$ cat config.mk
export PLATFORM = sky130hd
export DESIGN_NAME = fp_align_stage
export DESIGN_NICKNAME = d
export VERILOG_FILES = /design/src/rtl/fp_pkg.sv /design/src/rtl/fp_sticky_shifter.sv /design/src/rtl/subtractor.sv /design/src/rtl/fp_align_stage.sv
export SDC_FILE = /design/constraint.sdc
export NUM_CORES = 1
export LEC_CHECK = 0
export ABC_AREA = 1
export BUFFER_PORTS_ARGS = -buffer_cell sky130_fd_sc_hd__buf_2
export CORE_AREA = 2 2 123 137
export CTS_CLUSTER_DIAMETER = 50
export DETAILED_ROUTE_END_ITERATION = 16
export DIE_AREA = 0 0 125 139
export PLACE_DENSITY = 0.78
export SYNTH_ARGS = -nofsm -noshare
export SYNTH_HDL_FRONTEND = slang
export SYNTH_SLANG_ARGS = --single-unit
$ cat constraint.sdc
create_clock -name clk -period 1.85 [get_ports clk]
set_input_delay 0.0925 -clock clk [delete_from_list [all_inputs] [get_ports clk]]
set_output_delay 0.0925 -clock clk [all_outputs]
set_load 0.01 [all_outputs]
$ cat src/rtl/fp_pkg.sv
// Shared FP datapath constants and the unpacked operand type.
package fp_pkg;

  localparam int FP_EXP_W = 8;
  localparam int FP_MAN_W = 24;
  localparam int GRS_W    = 3;

  typedef struct packed {
    logic [FP_EXP_W-1:0] exp;
    logic [FP_MAN_W-1:0] man;
  } fp_unpacked_t;

endpackage

$ cat src/rtl/fp_sticky_shifter.sv
// Combinational right shifter that ORs every bit shifted out into bit 0.
module fp_sticky_shifter #(
  parameter int W    = 27,
  parameter int SH_W = 8
) (
  input  logic [W-1:0]    din,
  input  logic [SH_W-1:0] sh,
  output logic [W-1:0]    dout
);

  logic [W-1:0] ones;
  logic [W-1:0] shifted;
  logic [W-1:0] lost_mask;

  // Shift, then fold the discarded low bits into the sticky position;
  // shifts of W or more collapse the whole input into the sticky bit.
  always_comb begin
    ones      = '1;
    shifted   = din >> sh;
    lost_mask = ~(ones << sh);
    if (32'(sh) >= W) begin
      dout = {{(W-1){1'b0}}, |din};
    end else begin
      dout = {shifted[W-1:1], shifted[0] | (|(din & lost_mask))};
    end
  end

endmodule

$ cat src/rtl/subtractor.sv
// Unsigned subtractor with borrow-out; used for exponent differences.
module subtractor #(
  parameter int SIZE = 8
) (
  input  logic [SIZE-1:0] a,
  input  logic [SIZE-1:0] b,
  output logic [SIZE-1:0] diff,
  output logic            borrow
);

  // One extra bit on the left captures the borrow of a - b.
  always_comb begin
    {borrow, diff} = {1'b0, a} - {1'b0, b};
  end

endmodule

$ cat src/rtl/fp_align_stage.sv
// FP add/sub operand alignment: exponent compare/swap, then sticky right
// shift of the smaller mantissa. Two-stage valid/ready pipeline.
module fp_align_stage
  import fp_pkg::*;
#(
  parameter int EXP_W = FP_EXP_W,
  parameter int MAN_W = FP_MAN_W
) (
  input  logic                   clk,
  input  logic                   rst_n,
  input  logic                   in_valid,
  output logic                   in_ready,
  input  logic [EXP_W-1:0]       a_exp,
  input  logic [MAN_W-1:0]       a_man,
  input  logic [EXP_W-1:0]       b_exp,
  input  logic [MAN_W-1:0]       b_man,
  output logic                   out_valid,
  input  logic                   out_ready,
  output logic [EXP_W-1:0]       out_exp,
  output logic [MAN_W-1:0]       big_man,
  output logic [MAN_W+GRS_W-1:0] small_man,
  output logic                   swapped
);

  localparam int SM_W = MAN_W + GRS_W;

  logic [EXP_W-1:0] diff_ab, diff_ba;
  logic             borrow_ab, borrow_ba;
  logic             swap_c;
  logic             s2_adv, s1_adv, in_fire;
  logic [SM_W-1:0]  shift_out;

  logic             s1_valid_q, s1_valid_d;
  logic             s1_swap_q,  s1_swap_d;
  logic [EXP_W-1:0] s1_diff_q,  s1_diff_d;
  logic [EXP_W-1:0] s1_exp_q,   s1_exp_d;
  logic [MAN_W-1:0] s1_big_q,   s1_big_d;
  logic [MAN_W-1:0] s1_small_q, s1_small_d;

  logic             out_valid_q, out_valid_d;
  logic [EXP_W-1:0] out_exp_q,   out_exp_d;
  logic [MAN_W-1:0] big_man_q,   big_man_d;
  logic [SM_W-1:0]  small_man_q, small_man_d;
  logic             swapped_q,   swapped_d;

  subtractor #(.SIZE(EXP_W)) u_sub_ab (
    .a      (a_exp),
    .b      (b_exp),
    .diff   (diff_ab),
    .borrow (borrow_ab)
  );

  subtractor #(.SIZE(EXP_W)) u_sub_ba (
    .a      (b_exp),
    .b      (a_exp),
    .diff   (diff_ba),
    .borrow (borrow_ba)
  );

  fp_sticky_shifter #(.W(SM_W), .SH_W(EXP_W)) u_shift (
    .din  ({s1_small_q, {GRS_W{1'b0}}}),
    .sh   (s1_diff_q),
    .dout (shift_out)
  );

  // Handshake: each stage advances when the stage after it can take data.
  always_comb begin
    s2_adv   = !out_valid_q || out_ready;
    s1_adv   = !s1_valid_q || s2_adv;
    in_ready = s1_adv;
    in_fire  = in_valid && s1_adv;
  end

  // Stage 1: order operands by exponent; equal exponents never swap.
  always_comb begin
    // A borrow on a-b alone implies b > a; ANDing the reverse no-borrow is
    // redundant but keeps both subtractors in the decision.
    swap_c     = borrow_ab && !borrow_ba;
    s1_valid_d = s1_valid_q;
    s1_swap_d  = s1_swap_q;
    s1_diff_d  = s1_diff_q;
    s1_exp_d   = s1_exp_q;
    s1_big_d   = s1_big_q;
    s1_small_d = s1_small_q;
    if (s1_adv) begin
      s1_valid_d = in_valid;
    end
    if (in_fire) begin
      s1_swap_d  = swap_c;
      s1_diff_d  = swap_c ? diff_ba : diff_ab;
      s1_exp_d   = swap_c ? b_exp   : a_exp;
      s1_big_d   = swap_c ? b_man   : a_man;
      s1_small_d = swap_c ? a_man   : b_man;
    end
  end

  // Stage 2: register the aligned result; hold everything while stalled.
  always_comb begin
    out_valid_d = out_valid_q;
    out_exp_d   = out_exp_q;
    big_man_d   = big_man_q;
    small_man_d = small_man_q;
    swapped_d   = swapped_q;
    if (s2_adv) begin
      out_valid_d = s1_valid_q;
      if (s1_valid_q) begin
        out_exp_d   = s1_exp_q;
        big_man_d   = s1_big_q;
        small_man_d = shift_out;
        swapped_d   = s1_swap_q;
      end
    end
  end

  // Pipeline registers; reset flushes both stages.
  always_ff @(posedge clk or negedge rst_n) begin
    if (!rst_n) begin
      s1_valid_q  <= 1'b0;
      s1_swap_q   <= 1'b0;
      s1_diff_q   <= '0;
      s1_exp_q    <= '0;
      s1_big_q    <= '0;
      s1_small_q  <= '0;
      out_valid_q <= 1'b0;
      out_exp_q   <= '0;
      big_man_q   <= '0;
      small_man_q <= '0;
      swapped_q   <= 1'b0;
    end else begin
      s1_valid_q  <= s1_valid_d;
      s1_swap_q   <= s1_swap_d;
      s1_diff_q   <= s1_diff_d;
      s1_exp_q    <= s1_exp_d;
      s1_big_q    <= s1_big_d;
      s1_small_q  <= s1_small_d;
      out_valid_q <= out_valid_d;
      out_exp_q   <= out_exp_d;
      big_man_q   <= big_man_d;
      small_man_q <= small_man_d;
      swapped_q   <= swapped_d;
    end
  end

  // Drive outputs straight from the stage-2 registers.
  always_comb begin
    out_valid = out_valid_q;
    out_exp   = out_exp_q;
    big_man   = big_man_q;
    small_man = small_man_q;
    swapped   = swapped_q;
  end

endmodule

* Yosys cells after proc, flatten, opt, wreduce, memory -nomap -nowiden *
Cells that the tools add are included.

word-level totals
  register bits = 127
  output and inout port bits = 62

operators by class
  add/subtract/negate cells = 2
  magnitude comparators = 1
  shift-type cells = 2
  multiplexer cells = 5
  bitwise operators = 3
  reduce and logical (&&, ||, !) cells = 10

operators with widths
  kind                                                  count
  2-to-1 mux 24 bit                                     2
  bitwise AND 27 bit                                    1
  2-to-1 mux 27 bit                                     1
  inverter 27 bit                                       1
  OR reduction 27 bit                                   1
  << shifter 27 x 8 -> 27 bit (first input constant)    1
  right shift 27 x 8 -> 27 bit                          1
  OR reduction 24 bit                                   1
  subtractor 8 x 8 -> 9 bit                             2
  2-to-1 mux 8 bit                                      2
  >= comparator 8 x 5 -> 1 bit (second input constant)  1
  zero test 1 bit                                       3
  logical AND 1 bit                                     2
  logical OR 1 bit                                      2
  AND reduction 2 bit                                   1
  OR 1 bit                                              1

* Depth between registers and ports, before layout *
  depth in word-level cells = 6
  gate-level depth with buffers = 14
  depth with buffers taken out = 14

* Hierarchy *
A second synthesis with hierarchy kept.

second synthesis, totals
  cells, all modules = 1334
  area, all modules = 8704.6 µm²

modules (own cells, without submodules)
  module             instances  cells an instance  area each (µm²)  seq. area each (µm²)
  fp_align_stage     1          757                5805.6           3178.0
  fp_sticky_shifter  1          435                2098.3           0.0
  subtractor         2          71                 400.4            0.0

* Worst setup path before layout *
OpenSTA, ideal clock, no wires.

  path type = input to register
  start = in b_exp[0]
  end = reg s1_big_q[2]
  arrival = 1.638 ns
  required time = 1.719 ns
  slack = 0.081 ns
  cell stages on the path = 11
  path buffers = 2
  cell sequence = inv_1 ha_1 fa_1 o21ai_2 nand2_1 o211ai_2 nand3_4 buf_6 buf_6 o21ai_1 o21ai_0

on the way
  longest elaborated chain between the ends = 4
  elaborated cells between the ends (all ways) = 5
  classes of those cells = 2 x add/sub; 1 x mux; 2 x reduce/logical

RTL lines
  what                       RTL line               source
  from (decl)                fp_align_stage.sv:15   input logic [EXP_W-1:0] b_exp,
  subtractor 8 x 8 -> 9 bit  subtractor.sv:13       {borrow, diff} = {1'b0, a} - {1'b0, b};
  zero test 1 bit            fp_align_stage.sv:78   swap_c = borrow_ab && !borrow_ba;
  logical AND 1 bit *        fp_align_stage.sv:78
  2-to-1 mux 24 bit *        fp_align_stage.sv:92   s1_big_d = swap_c ? b_man : a_man;
  to (signal assigned)       fp_align_stage.sv:134  s1_big_q <= s1_big_d;
  to (decl)                  fp_align_stage.sv:37   logic [MAN_W-1:0] s1_big_q, s1_big_d;

Mark *: on every way between the ends. The rest lies on a longest branch, timed or not.
A chain may end at the register's enable or synchronous reset.

* Worst setup path after layout *
  start = reg s1_diff_q[7]
  end = reg small_man_q[0], in the netlist small_man[0]

on the way
  longest elaborated chain between the ends = 6
  elaborated cells between the ends (all ways) = 8
  classes of those cells = 1 x order compare; 2 x shift; 1 x mux; 3 x bitwise; 1 x reduce/logical

RTL lines
  what                         RTL line                 source
  from (decl)                  fp_align_stage.sv:35     logic [EXP_W-1:0] s1_diff_q, s1_diff_d;
  from (signal assigned)       fp_align_stage.sv:132    s1_diff_q <= s1_diff_d;
  << shifter 27 x 8 -> 27 bit  fp_sticky_shifter.sv:20  lost_mask = ~(ones << sh);
  inverter 27 bit              fp_sticky_shifter.sv:20
  bitwise AND 27 bit           fp_sticky_shifter.sv:24  dout = {shifted[W-1:1], shifted[0] | (|(din & lost_mask))};
  OR reduction 27 bit          fp_sticky_shifter.sv:24
  OR 1 bit                     fp_sticky_shifter.sv:24
  2-to-1 mux 27 bit *          fp_sticky_shifter.sv:21  if (32'(sh) >= W) begin
  to (signal assigned)         fp_align_stage.sv:139    small_man_q <= small_man_d;
  to (decl)                    fp_align_stage.sv:43     logic [SM_W-1:0] small_man_q, small_man_d;

Marked as above.

==> metrics.md <==
| Metric | Value |
|---|---|
| Status | `complete, no violations` |
| Max-cap violations | `0` |
| Antenna violations before repair | `0` |
| Remaining DRCs | `0` |
| Cells on worst reg2reg path | `13` |
| Die Area | `roughly 17000 um^2` |
| Max clock buf depth | `2` |
| Most common flop cell mapped by yosys | `dfrtp_1` |
| RSZ-0062 raised after global routing | `true` |
| Iter 0 DRT Violations | `a little under 700` |
| FILL cells | `1371` |
| # setup viols final | `0` |
| Fin crit share | `0.978` |
| Layout cells sized above 1 | `0.224` |
| Clock Skew | `0.0135 ns` |
| Htree depth | `4` |
| Post-synth ARST share | `1.00` |
| Setup Total Neg Slack | `0 ns` |
| Cell Rows | `49` |
| Nets | `between 1000 and 1500` |
| Worst ir drop on vdd | `slightly above 0.7 mV` |
| Worst Tran Pin Value | `about 0.45 ns` |
| Total CTS buffers | `17` |
| Vias in the first global route | `around 7900` |
| Vias | `between 8000 and 9000` |
| #FFs+latches synth | `around 130` |
| Area of the mapped netlist | `about 7700 um^2` |
| Area Growth Syn to Fin | `31.1%` |
| Total wire length | `~24000 um` |
| Post-synth EDFFs | `0` |
| Syn avg cell area | `between 7 and 8 um^2` |
| Yosys warns | `0` |
| Pwr/cell area | `~1200 nW/um^2` |
| Diode count | `0` |
| Startpoint types | `flip-flop` |
| Core area | `~16000 um^2` |
| Final hold violation count | `0` |
| Crit path kind | `reg -> reg` |
| Drt first pass iters | `5` |
| Reg2Reg Setup Slack | `between 0.04 and 0.05 ns` |
| Initial Util | `0.481` |
| Max Clk Rate | `about 0.55 GHz` |
| Clk Latency, worst-skew pair | `approximately 0.43 ns` |
| CP arrival | `about 2.1 ns` |
| TritonCTS clock tree | `built` |
| Num ports | `between 100 and 150` |
| FF-to-FF Start | `s1_diff_q[7]` |
| Post-Layout Cell Count | `about 1500` |
| Synth top area share | `0.411` |
| First-pass GRT wire length | `about 38000 um` |
| ANT nets after route | `0` |
| Top cells by area, synth | `dfrtp_1 (41%), nand2_1 (13%), o21ai_0 (8.9%)` |
| Yosys cell types | `38` |
| Largest net degree at the start of global routing | `94` |
| Syn nets | `between 1000 and 1500` |
| Sequential standard cell area | `approximately 3200 um^2` |
| Pre-CTS setup slack | `-0.145 ns` |
| Sequential element share of the synthesized area | `0.411` |
| CTS sink count | `between 100 and 150` |
| CP endpoint kind | `flip-flop` |
| Final Cell Area | `between 10000 and 15000 um^2` |
| Crit path required time | `2.17 ns` |
| Placed cell area | `roughly 8900 um^2` |
| Die Ht | `roughly 140 um` |
| Die W | `between 100 and 150 um` |
| Hpwl dp | `about 16000 um` |
| Final period demand of the worst path | `about 1.8 ns` |
| Multi-input gate area | `slightly below 4000 um^2` |
| Root Driver | `clkbuf_16` |
| Port Buffers | `around 130` |
| CTS clock-pin slew for the worst setup and hold paths | `~0.060 ns` |
| CP Max Fanout | `8` |
| Drt wl/cell | `roughly 16 um` |
| Worst Hold Launch | `a_man[0]` |
| Synth Instances | `between 1000 and 1500` |
| Static leakage | `between 5 and 6 nW` |
| GRT overflow | `0` |
| Placed Cells | `roughly 1400` |
| Pwr Total | `about 0.012 W` |
| Crit Reg-Reg Endpoint | `small_man[0]` |
| Worst hold path stage count | `3` |
| Min-delay worst type | `in -> reg` |
| Vias per cell | `5.52` |
| Area leader, netlist | `dfrtp_1` |
| Slew Limit Fails | `0` |
| Total track usage | `0.273` |
| Max-slew headroom | `0.700` |
| Final worst setup slack | `between 0.04 and 0.05 ns` |
| Hold path endpoint | `s1_small_q[0]` |
| Routability cong. | `between 0.9 and 1` |
## state kept, by name (all words and copies together) (netlist names)
name,count
big_man,24
out_exp,8
out_valid,1
s1_big_q,24
s1_diff_q,8
s1_exp_q,8
s1_small_q,24
s1_swap_q,1
s1_valid_q,1
small_man,27
swapped,1
## kinds of logic after synthesis
| kind of cell | Yosys count | synth area share |
|---|---|---|
| xor gates and xnor gates | 12 | 0.0136 |
| buffers and inverters | 182 | 0.102 |
| AOI/OAI and AO/OA | 291 | 0.204 |
| DFF | 127 | 0.411 |
| adders and majority gates | 18 | 0.0311 |
| and+or+nand+nor | 436 | 0.238 |
## worst max-delay path, cell delays in order (launching register included)
cell	delay [ns]
dfrtp_2	0.44
nor2_8	0.20
buf_4	0.14
nand2_2	0.09
o21ai_1	0.17
nor2_1	0.05
nor2_1	0.10
nand2_1	0.05
nor2_1	0.09
nand2_1	0.05
nor2_1	0.11
nand2_1	0.09
nand2_1	0.07
nand2_1	0.04
## cell usage after synthesis (all sizes together) (4+ instances only)
cell type / count
a21oi: 57
nand2: 270
o21ai: 193
ha: 16
xor2: 11
buf: 48
o211ai: 12
a22o: 4
nor2: 61
dfrtp: 127
inv: 108
nand3: 96
nand4: 6
o22ai: 16
a31oi: 4
clkbuf: 25
## layout by cell type, fill, tap and decap left out, types with 3 or more instances in the layout
| cell | n |
|---|---|
| o211ai_1 | 9 |
| buf_4 | 68 |
| nor2_1 | 55 |
| inv_2 | 4 |
| dlygate4sd3_1 | 49 |
| nor2_2 | 4 |
| inv_1 | 102 |
| o21ai_1 | 58 |
| o21ai_2 | 7 |
| ha_1 | 16 |
| nand3_2 | 3 |
| nand3_1 | 91 |
| a22o_1 | 4 |
| o22ai_1 | 16 |
| nand4_1 | 6 |
| buf_12 | 7 |
| inv_6 | 3 |
| xor2_1 | 11 |
| clkinvlp_4 | 3 |
| nand2_2 | 10 |
| dfrtp_2 | 3 |
| nand2_1 | 259 |
| clkbuf_16 | 17 |
| o21ai_0 | 128 |
| buf_2 | 128 |
| o211ai_2 | 3 |
| a31oi_1 | 4 |
| a21oi_2 | 6 |
| clkbuf_8 | 3 |
| a21oi_1 | 50 |
| dfrtp_1 | 124 |
## worst max path at each step
stage            startpoint      endpoint  cells past startpoint
2_1_floorplan      b_exp[0]   s1_big_q[2]                     11
3_3_place_gp   s1_diff_q[7]  small_man[0]                     12
3_5_place_dp       a_exp[0]  s1_big_q[19]                     11
4_1_cts        s1_diff_q[6]  small_man[0]                     13
5_1_grt        s1_diff_q[7]  small_man[0]                     14
6_report       s1_diff_q[7]  small_man[0]                     13
## power breakdown
group | switching (W) | total [W] | internal [W]
clock network | 0.00131 | 0.00340 | 0.00210
logic | 0.00273 | 0.00441 | 0.00168
registers | 0.000441 | 0.00384 | 0.00340
## cell type report
| class | count | share of cell area |
|---|---|---|
| Tap cell | 204 | 0.0252 |
| Sequential cell | 127 | 0.314 |
| Timing Repair Buffer | 255 | 0.179 |
| Inverter | 109 | 0.0409 |
| Clock buffer | 21 | 0.0464 |
| Clock inverter | 11 | 0.0126 |
| Multi-Input combinational cell | 757 | 0.382 |
## per-layer routing
| layer | global-route usage | vias up | part of all wire |
|---|---|---|---|
| met5 | 0 | - | 0 |
| met2 | 0.471 | 336 | 0.50 |
| met1 | 0.321 | 3852 | 0.39 |
| met4 | 0.139 | 0 | 0.044 |
| li1 | - | 3925 | - |
| met3 | 0.0583 | 79 | 0.061 |
## per-stage QoR
| step | util | hold slack, ns |
|---|---|---|
| final | 0.631 | 0.0117 |
| after global routing | 0.631 | 0.0100 |
| after CTS | 0.622 | 0.00327 |
| after detailed placement | 0.552 | 0.123 |
| after global placement | 0.552 | 0.122 |
| after floorplan | - | -0.203 |
## timing repair
action | 4_1_cts | 5_1_grt
endpoints found under the setup margin | 3 | 19
gates resized for setup | 5 | 42
pin swaps | 1 | 6
hold endpoints to repair | 182 | 0
cloned | 0 | 0
setup buffers | 4 | 4
hold buffers | 49 | 0
(Power assumes the default switching activity.)
